$ cat config.mk
export PLATFORM = sky130hd
export DESIGN_NAME = link_transmitter
export DESIGN_NICKNAME = d
export VERILOG_FILES = /design/src/rtl/pgnoc_pkg.sv /design/src/rtl/tx_shift_reg.sv /design/src/rtl/link_transmitter.sv
export SDC_FILE = /design/constraint.sdc
export NUM_CORES = 1
export LEC_CHECK = 0
export BUFFER_PORTS_ARGS = -buffer_cell sky130_fd_sc_hd__clkbuf_2
export CAP_MARGIN = 20
export CORE_UTILIZATION = 46
export DETAILED_ROUTE_END_ITERATION = 6
export GPL_TIMING_DRIVEN = 1
export PLACE_DENSITY = 0.77
export SETUP_SLACK_MARGIN = 0.02
export SLEW_MARGIN = 20
export SYNTH_ARGS = -nofsm -noshare
export SYNTH_HDL_FRONTEND = slang
export SYNTH_SLANG_ARGS = --single-unit
$ cat constraint.sdc
create_clock -name clk -period 2.1 [get_ports clk]
set_input_delay 0.42 -clock clk [delete_from_list [all_inputs] [get_ports clk]]
set_output_delay 0.42 -clock clk [all_outputs]
set_load 0.02 [all_outputs]
$ cat src/rtl/pgnoc_pkg.sv
// pgnoc_pkg: shared definitions for the packet link transmitter.
//   - flit type codes carried in the two MSBs of every flit
//   - FSM state encoding used by link_transmitter
package pgnoc_pkg;

  // Flit type codes, placed in bits [BUS_SIZE-1:BUS_SIZE-2] of a flit.
  localparam logic [1:0] FLIT_HEAD = 2'b01;
  localparam logic [1:0] FLIT_BODY = 2'b00;
  localparam logic [1:0] FLIT_TAIL = 2'b10;

  // Transmitter FSM states.
  typedef enum logic [1:0] {
    IDLE = 2'b00,
    HEAD = 2'b01,
    BODY = 2'b10
  } tx_state_t;

endpackage : pgnoc_pkg

$ cat src/rtl/tx_shift_reg.sv
// tx_shift_reg: holds the captured packet payload and presents it
// MSB-first, FIELD_SIZE bits at a time.
//
// Ports:
//   clk    - clock, rising edge
//   rst    - synchronous active-high reset, clears the register
//   load   - capture data on this edge
//   shift  - discard the current field and advance to the next one
//   data   - payload to capture (FLITS*FIELD_SIZE bits)
//   field  - current field (top FIELD_SIZE bits of the register)
module tx_shift_reg #(
  parameter int FIELD_SIZE = 6,
  parameter int FLITS      = 2
) (
  input  logic                        clk,
  input  logic                        rst,
  input  logic                        load,
  input  logic                        shift,
  input  logic [FLITS*FIELD_SIZE-1:0] data,
  output logic [FIELD_SIZE-1:0]       field
);

  localparam int TOTAL = FLITS * FIELD_SIZE;

  logic [TOTAL-1:0] payload;

  // Load has priority over shift; the two never coincide in practice
  // because loading only happens while the transmitter is idle.
  always_ff @(posedge clk) begin
    if (rst) begin
      payload <= '0;
    end else if (load) begin
      payload <= data;
    end else if (shift) begin
      payload <= payload << FIELD_SIZE;
    end
  end

  assign field = payload[TOTAL-1 -: FIELD_SIZE];

endmodule : tx_shift_reg

$ cat src/rtl/link_transmitter.sv
// link_transmitter: turns a parallel packet (destination + payload) into a
// head flit followed by BODY_FLITS body flits, the last one typed tail,
// using a valid/ready handshake on the link side.
//
// Optional feature: define LINK_TX_STATS_EN to build a 16-bit counter of
// completed packets on sent_cnt_o; otherwise sent_cnt_o is constant 0.
//
// Ports:
//   clk         - clock, rising edge
//   rst         - synchronous active-high reset
//   pkt_valid_i - local node offers a packet
//   pkt_ready_o - transmitter is idle and can take a packet
//   pkt_dest_i  - destination node address
//   pkt_data_i  - payload, sent MSB-first
//   data_o      - flit on the link (0 when idle)
//   wr_ready_o  - data_o holds a valid flit
//   r_ready_i   - link receiver reads the flit this cycle
//   sent_cnt_o  - count of completed packets (stats build only)
module link_transmitter
  import pgnoc_pkg::*;
#(
  parameter int BUS_SIZE   = 8,
  parameter int ADDR_SIZE  = 4,
  parameter int BODY_FLITS = 2
) (
  input  logic                                clk,
  input  logic                                rst,
  input  logic                                pkt_valid_i,
  output logic                                pkt_ready_o,
  input  logic [ADDR_SIZE-1:0]                pkt_dest_i,
  input  logic [BODY_FLITS*(BUS_SIZE-2)-1:0]  pkt_data_i,
  output logic [BUS_SIZE-1:0]                 data_o,
  output logic                                wr_ready_o,
  input  logic                                r_ready_i,
  output logic [15:0]                         sent_cnt_o
);

  localparam int FIELD_SIZE = BUS_SIZE - 2;
  localparam int CNT_W      = (BODY_FLITS > 1) ? $clog2(BODY_FLITS) : 1;
  localparam logic [CNT_W-1:0] LAST_IDX = CNT_W'(BODY_FLITS - 1);

  tx_state_t             state, state_next;
  logic [ADDR_SIZE-1:0]  dest_q;
  logic [CNT_W-1:0]      flit_cnt;
  logic [FIELD_SIZE-1:0] body_field;
  logic [FIELD_SIZE-1:0] head_field;
  logic                  load;
  logic                  shift;
  logic                  last_body;

  tx_shift_reg #(
    .FIELD_SIZE(FIELD_SIZE),
    .FLITS     (BODY_FLITS)
  ) u_shift (
    .clk  (clk),
    .rst  (rst),
    .load (load),
    .shift(shift),
    .data (pkt_data_i),
    .field(body_field)
  );

  assign last_body = (flit_cnt == LAST_IDX);

  // Head field: destination in the low bits, remaining field bits zero.
  always_comb begin
    head_field                = '0;
    head_field[ADDR_SIZE-1:0] = dest_q;
  end

  always_ff @(posedge clk) begin
    if (rst) begin
      state <= IDLE;
    end else begin
      state <= state_next;
    end
  end

  // Outputs depend only on registered state, so they hold still for any
  // stall length until the receiver takes the flit.
  always_comb begin
    state_next  = state;
    pkt_ready_o = 1'b0;
    wr_ready_o  = 1'b0;
    data_o      = '0;
    load        = 1'b0;
    shift       = 1'b0;
    case (state)
      IDLE: begin
        pkt_ready_o = 1'b1;
        if (pkt_valid_i) begin
          load       = 1'b1;
          state_next = HEAD;
        end
      end
      HEAD: begin
        wr_ready_o = 1'b1;
        data_o     = {FLIT_HEAD, head_field};
        if (r_ready_i) begin
          state_next = BODY;
        end
      end
      BODY: begin
        wr_ready_o = 1'b1;
        data_o     = {(last_body ? FLIT_TAIL : FLIT_BODY), body_field};
        if (r_ready_i) begin
          shift = 1'b1;
          if (last_body) begin
            state_next = IDLE;
          end
        end
      end
      default: state_next = IDLE;
    endcase
  end

  // Destination is captured only at acceptance, so later pkt_* activity
  // cannot disturb a packet in flight.
  always_ff @(posedge clk) begin
    if (rst) begin
      dest_q <= '0;
    end else if (load) begin
      dest_q <= pkt_dest_i;
    end
  end

  // Index of the body flit currently on the link; wraps to 0 after the tail.
  always_ff @(posedge clk) begin
    if (rst || load) begin
      flit_cnt <= '0;
    end else if (shift) begin
      flit_cnt <= last_body ? '0 : flit_cnt + CNT_W'(1);
    end
  end

`ifdef LINK_TX_STATS_EN
  logic [15:0] sent_cnt;

  // Counts tail transfers; wraps naturally at 16 bits.
  always_ff @(posedge clk) begin
    if (rst) begin
      sent_cnt <= '0;
    end else if (shift && last_body) begin
      sent_cnt <= sent_cnt + 16'd1;
    end
  end

  assign sent_cnt_o = sent_cnt;
`else
  assign sent_cnt_o = '0;
`endif

endmodule : link_transmitter

# Yosys cells after proc, flatten, opt, wreduce, memory -nomap -nowiden
# Index checks and enable logic that the tools add are counted.
totals:
  memories: 0
  out_inout_bits: 26
  reg_bits: 19
  latch_bits: 0
  wordCells: 32
  ramBits: 0
  inputBits: 20
  mem_bits_ro: 0
classes:
  shifts: 0
  n_eq_ne: 6
  n_mul: 0
  bitwise_logic: 0
  n_reduce_logical: 5
  magnitude_cmp: 0
  muxes: 16
  addsub: 1
  div: 0
op_table:
  columns: ["operator", "count"]
  rows:
  - ["$mux 12", 2]
  - ["$pmux 8 s2", 1]
  - ["$mux 2", 5]
  - ["$ne 2x2->1 const B", 4]
  - ["$mux 1", 7]
  - ["$pmux 2 s3", 1]
  - ["$reduce_and 4->1", 1]
  - ["$eq 2x1->1 const B", 1]
  - ["$eq 2x2->1 const B", 1]
  - ["$logic_not 2->1", 1]
  - ["$reduce_bool 2->1", 1]
  - ["$reduce_or 2->1", 1]
  - ["$add 1x1->1 const B", 1]
  - ["$logic_or 1x1->1", 1]

# Longest topological paths before layout
# Gate-level depths: netlist of the first run.
depth:
  depth_word: 4
  depth_mapped: 7
  mapped_depth_nobuf: 5

# By module
# Synthesis of the first run repeated with hierarchy kept, for this count alone.
hier_totals:
  hier_cells: 127
  hier_area_um2: 1156.1
modules_own_cells:
  columns: ["mod", "instances", "area_per_inst_um2", "cells_per_inst"]
  rows:
  - ["link_transmitter", 1, 588.1, 69]
  - ["tx_shift_reg", 1, 568.0, 58]

# Worst setup path after synthesis of the first run
# OpenSTA, ideal clock, no wires.
synth_path:
  kind: "register to output"
  start: "reg state[0]"
  end: "out data_o[0]"
  n_path_buf: 0
  t_required_ps: 1680
  setup_slack_ps: 422
  stages_incl_launch_ff: 4
  arrival_ps: 1258
  cell_sequence: "dfxtp_1 > inv_1 > ha_1 > nor2b_1"
synth_between:
  elab_chain_cells: 2
  word_cells_on_any_way: 3
synth_lines:
  columns: ["element", "line_no", "text"]
  rows:
  - ["from (decl)", "link_transmitter.sv:42", "tx_state_t state, state_next;"]
  - ["from (signal assigned)", "link_transmitter.sv:75", "state <= state_next;"]
  - ["$eq 2x2->1 or $eq 2x1->1 (tied branches)", "link_transmitter.sv:88", "case (state)"]
  - ["$pmux 8 s2 *", "link_transmitter.sv:88", null]
  - ["to (decl)", "link_transmitter.sv:32", "output logic [BUS_SIZE-1:0] data_o,"]
# Every way passes the cells marked *; elsewhere a longest branch is shown, timed or not.

# Worst setup path after layout of the first run
layout_path:
  start: "reg state[0]"
  end: "out data_o[5]"
# Same word-level chain as after synthesis.

==> results of run 1 <==
==> cells by family after synthesis <==
kind of cell | synth area share (%)
AOI/OAI and AO/OA | 21.49
xor gates and xnor gates | 0.7920
adders and majority gates | 5.656
buffers and inverters | 18.55
DFF | 34.39
muxes | 1.810
other | 0.3390
and+or+nand+nor | 16.97
==> per-stage QoR <==
stage	power, mW	worst slack [ns]	std cells	utilization, %	hold slack, ns
after floorplan	1.118	0.4222	141	-	0.4360
after global placement	1.153	0.4592	176	51.93	0.4505
after detailed placement	1.183	0.3658	176	51.93	0.4579
after CTS	1.371	0.08461	180	53.17	0.3250
after global routing	1.476	0.02569	180	53.28	0.3089
final	1.361	0.1219	180	53.28	0.3331
==> worst register-to-register path, cell delays in order, from the launching register on <==
cell      delay, ns
dfxtp_1        0.40
inv_1          0.10
ha_1           0.30
a22oi_2        0.48
a21oi_1        0.12
a211oi_2       0.23
==> state kept, by name, indices dropped and copies added, names as in the netlist <==
register         flops
flit_cnt             1
u_shift.payload     12
dest_q               4
state                2
==> power groups by stage <==
stage	sequential [mW]	clock, mW	combinational [mW]
floorplan	0.491	0	0.627
global placement	0.502	0	0.651
detailed placement	0.505	0	0.678
CTS	0.497	0.188	0.686
global route	0.506	0.204	0.767
finish	0.496	0.184	0.681
==> cells in the final DEF (no fill, tap or decap), drive strengths merged <==
cell / n
nor2b: 4
conb: 16
nor3: 1
a211oi: 6
and3: 3
a22oi: 11
a21boi: 1
clkbuf: 32
buf: 1
nor2: 12
a22o: 1
xor2: 1
nand2: 16
dfxtp: 19
ha: 5
and2: 1
a21oi: 10
nand2b: 4
clkinv: 1
a221oi: 1
mux2i: 2
inv: 4
==> worst min-delay path by stage <==
stage	start	endpoint	depth (start not counted)	slack [ns]
finish	pkt_dest_i[3]	dest_q[3]$_SDFFE_PP0P_	3	0.33
global route	pkt_dest_i[3]	dest_q[3]$_SDFFE_PP0P_	3	0.31
CTS	pkt_dest_i[3]	dest_q[3]$_SDFFE_PP0P_	3	0.32
detailed placement	dest_q[2]$_SDFFE_PP0P_	dest_q[2]$_SDFFE_PP0P_	2	0.46
global placement	dest_q[0]$_SDFFE_PP0P_	dest_q[0]$_SDFFE_PP0P_	2	0.45
floorplan	dest_q[0]$_SDFFE_PP0P_	dest_q[0]$_SDFFE_PP0P_	2	0.44
==> what timing repair did <==
action,4_1_cts,5_1_grt
setup buffers,0,0
gates resized for setup,0,1
endpoints found under the setup margin,0,4
==> layer usage <==
metal	up-vias	wire [um]	share of wire [%]	track usage, %
met5	-	0	0	0
met4	0	31	1.5	9.259
met3	4	93	4.4	3.571
met2	28	1029	49	29.82
met1	425	962	45	23.08
li1	449	-	-	-
==> final cells by class <==
class                           count  area, um^2
Inverter                            4       15.01
Fill cell                         224        1044
Multi-Input combinational cell     95       579.3
Clock buffer                        3       22.52
Tap cell                           28       35.03
Sequential cell                    19       380.4
Timing Repair Buffer               30       152.6
Clock inverter                      1       5.005
==> reports/metrics.cfg, run 1 <==
[timing]
hold_viol = 0
relSlewSlack_pct = 64.13
fmax_mhz = 505.5
drv_slew = 0
finalCritPeriodShare_pct = 94.19
rsz0062_at_grt = false
worst_pin_slew_ns = 0.5381
finalClockSkew_ns = 0.004092
period_minus_slack_ns = 1.978
setup_viol_count_final = 0
fin_setup_tns_ns = 0

[clock_tree]
cts_made_buffers = 3
cts.path.max_buffers = 2
clkTransAtPathRegs_ns = 0.11
hold_buffers = 0
clockRootBuffer = clkbuf_4
cts.sinks = 19
cts_tree = done
cts-htree-levels = 1
clock_latency_ns = 0.29

[setup_path]
slowest_delay_ns = 0.41
crit_type = reg2out
cp.arrival_ns = 1.56
crit_path_max_fanout = 8
cp-startpoint = state[0]$_SDFFE_PP0P_
cp_top_family = adder cells
cp.depth = 4
path_buf_inv = 2
ff2ff_setup_slack_ns = 0.40
cp_cell_sequence = inv_1 -> ha_1 -> and3_1 -> clkbuf_2
endpoint = data_o[5]
crit_path_start_kind = register
endpoint_kind = primary output
rr_startpoint = state[0]$_SDFFE_PP0P_
crit_required_ns = 1.68
r2r_cells = 5
cp_slowest_cell = ha_1
r2r_end = u_shift.payload[10]$_SDFFE_PP0P_

[pwr]
p_sw_uw = 589.9
leakage_nw = 0.5506
p_int_uw = 770.9
ir_drop_mv = 0.6557
p_clk_share_pct = 13.5
power_per_cell_area_nw_per_um2 = 1144
power_frac_comb_pct = 50.0
switching_share_pct = 43.35
seq_power_share_pct = 36.4

[route]
first_pass_iters = 4
viasPerCell = 5.033
drtAntennaViolNets = 0
drc_errors = 0
vias = 906
drt-total-wl_um = 2117
drt_iter0_drc = 11
wl_per_cell_um = 11.76

[logic_synthesis]
synth-main-ff-cell = dfxtp_1
async_flop_share_pct = 0
synth.distinct_cells = 28
synth.largest_area_cell = dfxtp_1
ys_seq_area_share_pct = 34.39
synth.avg_cell_area_um2 = 8.778
synth_cells = 126
synth_edf_count = 0
synth_area_um2 = 1106
yosys_warnings = 0
synth_seq_cells = 19
synth.area.top_cells = dfxtp_1, buf_4, a22oi_1, ha_1, nand2_1
synth_common_cells = dfxtp_1, buf_4, nand2_1
synth.top_cell.area_share_pct = 34.39
synth.most_common_cell = dfxtp_1

[grt]
grt_antenna_before_repair = 0
grt_pass1_wl_um = 3519
grt_start_max_net_pins = 22
grt_use_total_pct = 18.42
overflow = 0
grt_pass1_vias = 804

[cells_and_area]
drive_above_1_share_pct = 28.29
nNetsFinal = 178
diodes = 0
fin_area_um2 = 1190
area_delta_synth_final_pct = 7.579

[worst_hold_path]
hold_class = in2reg

[die]
start_util_pct = 49.52
die_w_um = 51.04
ios = 46
die_height_um = 51.04
rows = 17
coreArea_um2 = 2233
dieArea_um2 = 2605

[placed_design]
place_area_um2 = 1160
dpl.hpwl_um = 1574
port_buffers = 29
gp_congestion = 0.7313

[run]
cap_viol_max_count = 0

[status]
status = complete, no violations

No activity file was read; power rests on OpenSTA's default activity.
==> run 2: changes to the inputs <==
Settings changed: ABC_AREA set to 1, CELL_PAD_IN_SITES_DETAIL_PLACEMENT set to 1, CELL_PAD_IN_SITES_GLOBAL_PLACEMENT set to 2, CORE_UTILIZATION 46 to 27, PLACE_DENSITY 0.77 to unset, PLACE_DENSITY_LB_ADDON set to 0.1, TNS_END_PERCENT set to 10.
==> run 2 against run 1 <==
Effect of this change: sequential power up 6.2%; global-route usage shrank 6.3 points; clock skew up 0.0013 ns; final cell count is 32% higher; sequential share of layout area is 2.4 points lower; largest cell class unchanged.
==> reports/metrics.cfg, run 2 <==
[setup_path]
endpoint = data_o[2]  ; was data_o[5]
crit_required_ns = 1.68  ; about the same
rr_startpoint = state[0]$_SDFFE_PP0P_  ; unchanged
endpoint_kind = primary output  ; unchanged
crit_path_max_fanout = 7  ; was 8
cp.arrival_ns = 1.50  ; was 1.56 ns
cp-startpoint = state[0]$_SDFFE_PP0P_  ; unchanged
ff2ff_setup_slack_ns = 0.57  ; was 0.40 ns
crit_type = reg2out  ; unchanged
r2r_end = u_shift.payload[7]$_SDFFE_PP0P_  ; was u_shift.payload[10]$_SDFFE_PP0P_
r2r_cells = 7  ; was 5
crit_path_start_kind = register  ; unchanged

[logic_synthesis]
async_flop_share_pct = 0  ; unchanged
synth_edf_count = 0  ; unchanged
synth.most_common_cell = nand2_1  ; was dfxtp_1
synth.avg_cell_area_um2 = 7.198  ; was 8.778 um^2
synth.largest_area_cell = dfxtp_1  ; unchanged
synth.area.top_cells = dfxtp_1, nand2_1, buf_4, a21oi_1, inv_1  ; was dfxtp_1, buf_4, a22oi_1, ha_1, nand2_1
synth_area_um2 = 1166  ; was 1106 um^2
synth_common_cells = nand2_1, dfxtp_1, buf_4, inv_1, a21oi_1  ; was dfxtp_1, buf_4, nand2_1
synth_seq_cells = 19  ; unchanged
synth_cells = 162  ; was 126
ys_seq_area_share_pct = 32.62  ; was 34.39%
synth.distinct_cells = 22  ; was 28
synth-main-ff-cell = dfxtp_1  ; unchanged
synth.top_cell.area_share_pct = 32.62  ; was 34.39%
yosys_warnings = 0  ; unchanged

[clock_tree]
cts_made_buffers = 3  ; unchanged
cts.sinks = 19  ; unchanged
clockRootBuffer = clkbuf_8  ; was clkbuf_4
cts_setup_buffers = 0  ; unchanged
ctsResizeCount = 0  ; unchanged
hold_buffers = 0  ; unchanged
cts_tree = done  ; unchanged
clkTransAtPathRegs_ns = 0.07  ; was 0.11 ns
clock_latency_ns = 0.26  ; was 0.29 ns
cts.path.max_buffers = 2  ; unchanged
cts-htree-levels = 1  ; unchanged

[grt]
grt_pass1_vias = 892  ; was 804
overflow = 0  ; unchanged
grt_antenna_before_repair = 0  ; unchanged
grt_use_total_pct = 12.11  ; was 18.42%
grt_pass1_wl_um = 3988  ; was 3519 um
grt_start_max_net_pins = 18  ; was 22

[cells_and_area]
finalNonFillerCells = 237  ; was 180
nNetsFinal = 213  ; was 178
seq_area_um2 = 380.4  ; unchanged
area_delta_synth_final_pct = 10.41  ; was 7.579%
regMostFlops = u_shift.payload  ; unchanged
diodes = 0  ; unchanged
fin_area_um2 = 1287  ; was 1190 um^2
drive_above_1_share_pct = 24.60  ; was 28.29%
largest_reg_flops = 12  ; unchanged
final_cell_mix = nand2_1, clkbuf_2, dfxtp_1  ; was clkbuf_2, dfxtp_1, conb_1
top_regs = u_shift.payload x12, dest_q x4, state x2  ; unchanged
final_common_cell = nand2_1  ; was clkbuf_2
multiInputGateArea_um2 = 575.6  ; was 579.3 um^2
fillers = 557  ; was 224

[timing]
setup_slack_ns = 0.1753  ; was 0.1219 ns
finalClockSkew_ns = 0.005417  ; was 0.004092 ns
fmax_mhz = 519.6  ; was 505.5 MHz
timing.hold.ws_ns = 0.3820  ; was 0.3331 ns
fin_setup_tns_ns = 0  ; unchanged
period_minus_slack_ns = 1.925  ; was 1.978 ns
rsz0062_at_grt = false  ; unchanged
drv_slew = 0  ; unchanged
hold_viol = 0  ; unchanged
setup_viol_count_final = 0  ; unchanged
finalCritPeriodShare_pct = 91.65  ; was 94.19%

[route]
routed.top_layer = met4  ; unchanged
wl_met1_um = 1117  ; was 962 um
met2_length_um = 1258  ; was 1029 um
drt-total-wl_um = 2551  ; was 2117 um
wl_met3_um = 121  ; was 93 um
vias = 1002  ; was 906
wl_per_cell_um = 10.76  ; was 11.76 um
drc_errors = 0  ; unchanged
drtAntennaViolNets = 0  ; unchanged
drt_iter0_drc = 10  ; was 11
first_pass_iters = 2  ; was 4
viasPerCell = 4.228  ; was 5.033

[placed_design]
place_ws_ns = 0.3624  ; was 0.3658 ns
dp.cells = 233  ; was 176
port_buffers = 29  ; unchanged
place_area_um2 = 1236  ; was 1160 um^2
dpl.hpwl_um = 2022  ; was 1574 um
gp_congestion = 0.7210  ; was 0.7313

[die]
ios = 46  ; unchanged
start_util_pct = 28.54  ; was 49.52%
rows = 23  ; was 17
die_w_um = 67.72  ; was 51.04 um
die_height_um = 67.72  ; was 51.04 um
dieArea_um2 = 4586  ; was 2605 um^2
coreArea_um2 = 4086  ; was 2233 um^2

[worst_hold_path]
hold_class = in2reg  ; unchanged

[status]
status = complete, no violations  ; unchanged

[pwr]
leakage_nw = 0.6351  ; was 0.5506 nW
ir_drop_mv = 0.3305  ; was 0.6557 mV
power_per_cell_area_nw_per_um2 = 1232  ; was 1144 nW/um^2

[run]
cap_viol_max_count = 0  ; unchanged

[run 2: cell types whose count changed after synthesis, moves of 3 or more]
| cell | previous run | this run |
|---|---|---|
| nand2_1 | 15 | 42 |
| inv_1 | 4 | 18 |
| a22oi_1 | 10 | 0 |
| o21ai_0 | 0 | 8 |
| a21oi_1 | 9 | 15 |
| a211oi_2 | 4 | 0 |
| nand2b_1 | 4 | 0 |
| nor2b_1 | 4 | 0 |
| and3_1 | 3 | 0 |
| nand2_4 | 0 | 3 |
[run 2: report_power, final]
group | switching, mW | internal, mW
clock network | 0.127 | 0.132
registers | 0.0598 | 0.467
logic | 0.552 | 0.247
total | 0.740 | 0.847
[run 2: per-stage QoR]
| stage | total power [mW] | utilization, % |
|---|---|---|
| after floorplan | 1.251 | - |
| after global routing | 1.746 | 31.51 |
| after detailed placement | 1.355 | 30.25 |
| after CTS | 1.623 | 31.38 |
| final | 1.586 | 31.51 |
| after global placement | 1.346 | 30.25 |
[run 2: worst max-delay path, stage by stage (launching register included)]
cell,delay (ns)
dfxtp_1,0.37
inv_1,0.10
ha_1,0.31
inv_1,0.13
a21oi_1,0.15
clkbuf_2,0.19
[run 2: worst min path at each step]
stage                                     from                         endpoint  slack [ns]  cells past startpoint
2_1_floorplan  u_shift.payload[0]$_SDFFE_PP0P_  u_shift.payload[0]$_SDFFE_PP0P_        0.44                      2
3_3_place_gp   u_shift.payload[2]$_SDFFE_PP0P_  u_shift.payload[2]$_SDFFE_PP0P_        0.45                      2
3_5_place_dp   u_shift.payload[2]$_SDFFE_PP0P_  u_shift.payload[2]$_SDFFE_PP0P_        0.45                      2
4_1_cts                          pkt_data_i[2]  u_shift.payload[2]$_SDFFE_PP0P_        0.38                      3
5_1_grt                          pkt_data_i[3]  u_shift.payload[3]$_SDFFE_PP0P_        0.39                      3
6_report                         pkt_data_i[0]  u_shift.payload[0]$_SDFFE_PP0P_        0.38                      3
[run 2: final cells by class]
type                    instances  share of cell area, %
clock buffers                   3                  3.207
clock inverters                 1                 0.3887
multi-input cells             115                  44.70
flip-flops and latches         19                  29.54
well taps                      50                  4.859
inverters                      20                  5.831
repair buffers                 29                  11.47
[run 2: layer usage]
metal | global-route usage [%] | vias up
met2 | 19.43 | 27
met1 | 14.49 | 454
met4 | 7.181 | 0
met3 | 2.872 | 5
li1 | - | 516
met5 | 0 | -
[run 2: kinds of logic (layout without fill, tap and decap cells)]
logic type,Yosys count,count (layout),synth area share (%)
other,1,16,0.3216
AO/OA/AOI/OAI,29,29,13.73
buffers and inverters,43,53,23.07
AND/OR/NAND/NOR,65,65,24.89
adder cells (fa/ha/maj),5,5,5.365
flip-flops,19,19,32.62
==> run 3: changes to the inputs <==
Settings changed: ABC_AREA 1 to unset, CORE_UTILIZATION 27 to 28.
==> run 3 against run 2 <==
Effect of this change: die area decreased by 8.3%; core utilization is 2.2 points higher; sequential cell count did not move; clock-buffer cell count unchanged; sequential share of layout area grew 0.86 points; wire length grew 0.63%; largest cell class unchanged; clock skew decreased by 0.00086 ns; highest routed layer unchanged; combinational power is 8.6% lower.
==> reports/metrics.cfg, run 3 (same netlist as run 1, synthesis figures left out) <==
[pwr]
power_per_cell_area_nw_per_um2 = 1192  ; was 1232 nW/um^2
power_mw = 1.491  ; was 1.586 mW
ir_drop_mv = 0.3546  ; was 0.3305 mV
leakage_nw = 0.5669  ; was 0.6351 nW

[die]
dieArea_um2 = 4206  ; was 4586 um^2
coreArea_um2 = 3716  ; was 4086 um^2
die_w_um = 64.85  ; was 67.72 um
start_util_pct = 29.76  ; was 28.54%
rows = 22  ; was 23
die_height_um = 64.85  ; was 67.72 um
ios = 46  ; unchanged

[cells_and_area]
final_common_cell = clkbuf_2  ; was nand2_1
largest_reg_flops = 12  ; unchanged
diodes = 0  ; unchanged
top_regs = u_shift.payload x12, dest_q x4, state x2  ; unchanged
final_cell_mix = clkbuf_2, dfxtp_1, conb_1  ; was nand2_1, clkbuf_2, dfxtp_1
nNetsFinal = 180  ; was 213
area_delta_synth_final_pct = 13.12  ; was 10.41%
finalNonFillerCells = 202  ; was 237
drive_above_1_share_pct = 29.87  ; was 24.60%
regMostFlops = u_shift.payload  ; unchanged

[clock_tree]
cts_tree = done  ; unchanged
hold_buffers = 0  ; unchanged
cts.sinks = 19  ; unchanged
cts_made_buffers = 3  ; unchanged
clock_latency_ns = 0.26  ; about the same
clkTransAtPathRegs_ns = 0.08  ; was 0.07 ns
clockRootBuffer = clkbuf_8  ; unchanged
cts_setup_buffers = 0  ; unchanged
cts.path.max_buffers = 2  ; unchanged
cts-htree-levels = 1  ; unchanged
ctsResizeCount = 0  ; unchanged

[grt]
grt_start_max_net_pins = 22  ; was 18
grt_pass1_wl_um = 4098  ; was 3988 um
grt_antenna_before_repair = 0  ; unchanged
overflow = 0  ; unchanged
grt_use_total_pct = 12.92  ; was 12.11%
grt_pass1_vias = 865  ; was 892

[timing]
setup_viol_count_final = 0  ; unchanged
hold_viol = 0  ; unchanged
finalClockSkew_ns = 0.004558  ; was 0.005417 ns
timing.hold.ws_ns = 0.3748  ; was 0.3820 ns
setup_slack_ns = 0.1691  ; was 0.1753 ns
rsz0062_at_grt = false  ; unchanged
fmax_mhz = 517.9  ; was 519.6 MHz
fin_setup_tns_ns = 0  ; unchanged
period_minus_slack_ns = 1.931  ; was 1.925 ns
drv_slew = 0  ; unchanged
finalCritPeriodShare_pct = 91.95  ; was 91.65%

[setup_path]
slowest_delay_ns = 0.40  ; was 0.37 ns
cp_cell_sequence = inv_1 -> ha_2 -> nor2b_1 -> clkbuf_2  ; was inv_1 -> ha_1 -> inv_1 -> a21oi_1 -> clkbuf_2
ff2ff_setup_slack_ns = 0.61  ; was 0.57 ns
crit_required_ns = 1.68  ; about the same
crit_type = reg2out  ; unchanged
cp.arrival_ns = 1.51  ; was 1.50 ns
cp_slowest_cell = ha_2  ; was dfxtp_1
endpoint_kind = primary output  ; unchanged
rr_startpoint = state[0]$_SDFFE_PP0P_  ; unchanged
r2r_cells = 6  ; was 7
r2r_end = u_shift.payload[9]$_SDFFE_PP0P_  ; was u_shift.payload[7]$_SDFFE_PP0P_
crit_path_start_kind = register  ; unchanged
crit_path_max_fanout = 8  ; was 7

[worst_hold_path]
hold_depth = 3  ; unchanged
min_to = dest_q[3]$_SDFFE_PP0P_  ; was u_shift.payload[0]$_SDFFE_PP0P_
worstHoldStart = pkt_dest_i[3]  ; was pkt_data_i[0]
hold_class = in2reg  ; unchanged

[route]
drtAntennaViolNets = 0  ; unchanged
viasPerCell = 4.411  ; was 4.228
wl_per_cell_um = 12.71  ; was 10.76 um
first_pass_iters = 4  ; was 2
drt-total-wl_um = 2567  ; was 2551 um
drt_iter0_drc = 28  ; was 10
drc_errors = 0  ; unchanged
vias = 891  ; was 1002

[placed_design]
dp.cells = 198  ; was 233
place_ws_ns = 0.3364  ; was 0.3624 ns
gp_congestion = 0.7021  ; was 0.7210
dpl.hpwl_um = 1917  ; was 2022 um
port_buffers = 29  ; unchanged

[run]
cap_viol_max_count = 0  ; unchanged

[status]
status = complete, no violations  ; unchanged

==> run 3: cell count changes in the layout (fill, tap and decap cells not counted), moves of 3 or more <==
cell,previous run,this run
a211oi_2,0,4
a22oi_1,0,10
inv_1,18,4
nand2_1,42,15
and3_1,0,3
a21oi_1,15,9
nand2b_1,0,4
nor2b_1,0,4
o21ai_0,8,0
nand2_4,3,0
==> run 3: worst max-delay path: cells and delay by family, from the launching register on <==
family / cells / cell delay (ns)
adder cells (fa/ha/maj): 1 / 0.40
flip-flops: 1 / 0.38
AND/OR/NAND/NOR: 1 / 0.18
buffers and inverters: 2 / 0.29
==> run 3: metrics by stage <==
| stage | cell area [um^2] | utilization (%) |
|---|---|---|
| after floorplan | 1162 | - |
| after global placement | 1200 | 32.29 |
| after detailed placement | 1200 | 32.29 |
| after CTS | 1246 | 33.54 |
| after global routing | 1251 | 33.67 |
| final | 1251 | 33.67 |
==> run 3: cell type report <==
type | count | area, um^2
fillers | 467 | 2465
clock inverters | 1 | 5.005
repair buffers | 32 | 167.7
clock buffers | 3 | 41.29
flip-flops and latches | 19 | 380.4
multi-input cells | 95 | 581.8
inverters | 4 | 15.01
well taps | 48 | 60.06
==> run 3: worst max-delay path by stage <==
stage,from,endpoint,cells past startpoint
3_5_place_dp,state[0]$_SDFFE_PP0P_,data_o[2],5
4_1_cts,state[0]$_SDFFE_PP0P_,data_o[2],5
6_report,state[0]$_SDFFE_PP0P_,data_o[2],4
5_1_grt,state[0]$_SDFFE_PP0P_,data_o[2],4
3_3_place_gp,state[0]$_SDFFE_PP0P_,data_o[2],5
2_1_floorplan,state[0]$_SDFFE_PP0P_,data_o[0],3
==> run 3: layer usage <==
metal | vias up | track usage, % | part of all wire (%)
li1 | 449 | - | -
met1 | 412 | 17.43 | 49
met2 | 26 | 20.18 | 46
met3 | 4 | 2.817 | 4.6
met4 | 0 | 4.167 | 1.1
met5 | - | 0 | 0
==> run 3: report_power, final <==
part / total [mW] / switching, mW / internal, mW
clock network: 0.261 / 0.129 / 0.132
registers: 0.500 / 0.0533 / 0.446
logic: 0.731 / 0.449 / 0.281
total: 1.49 / 0.631 / 0.860
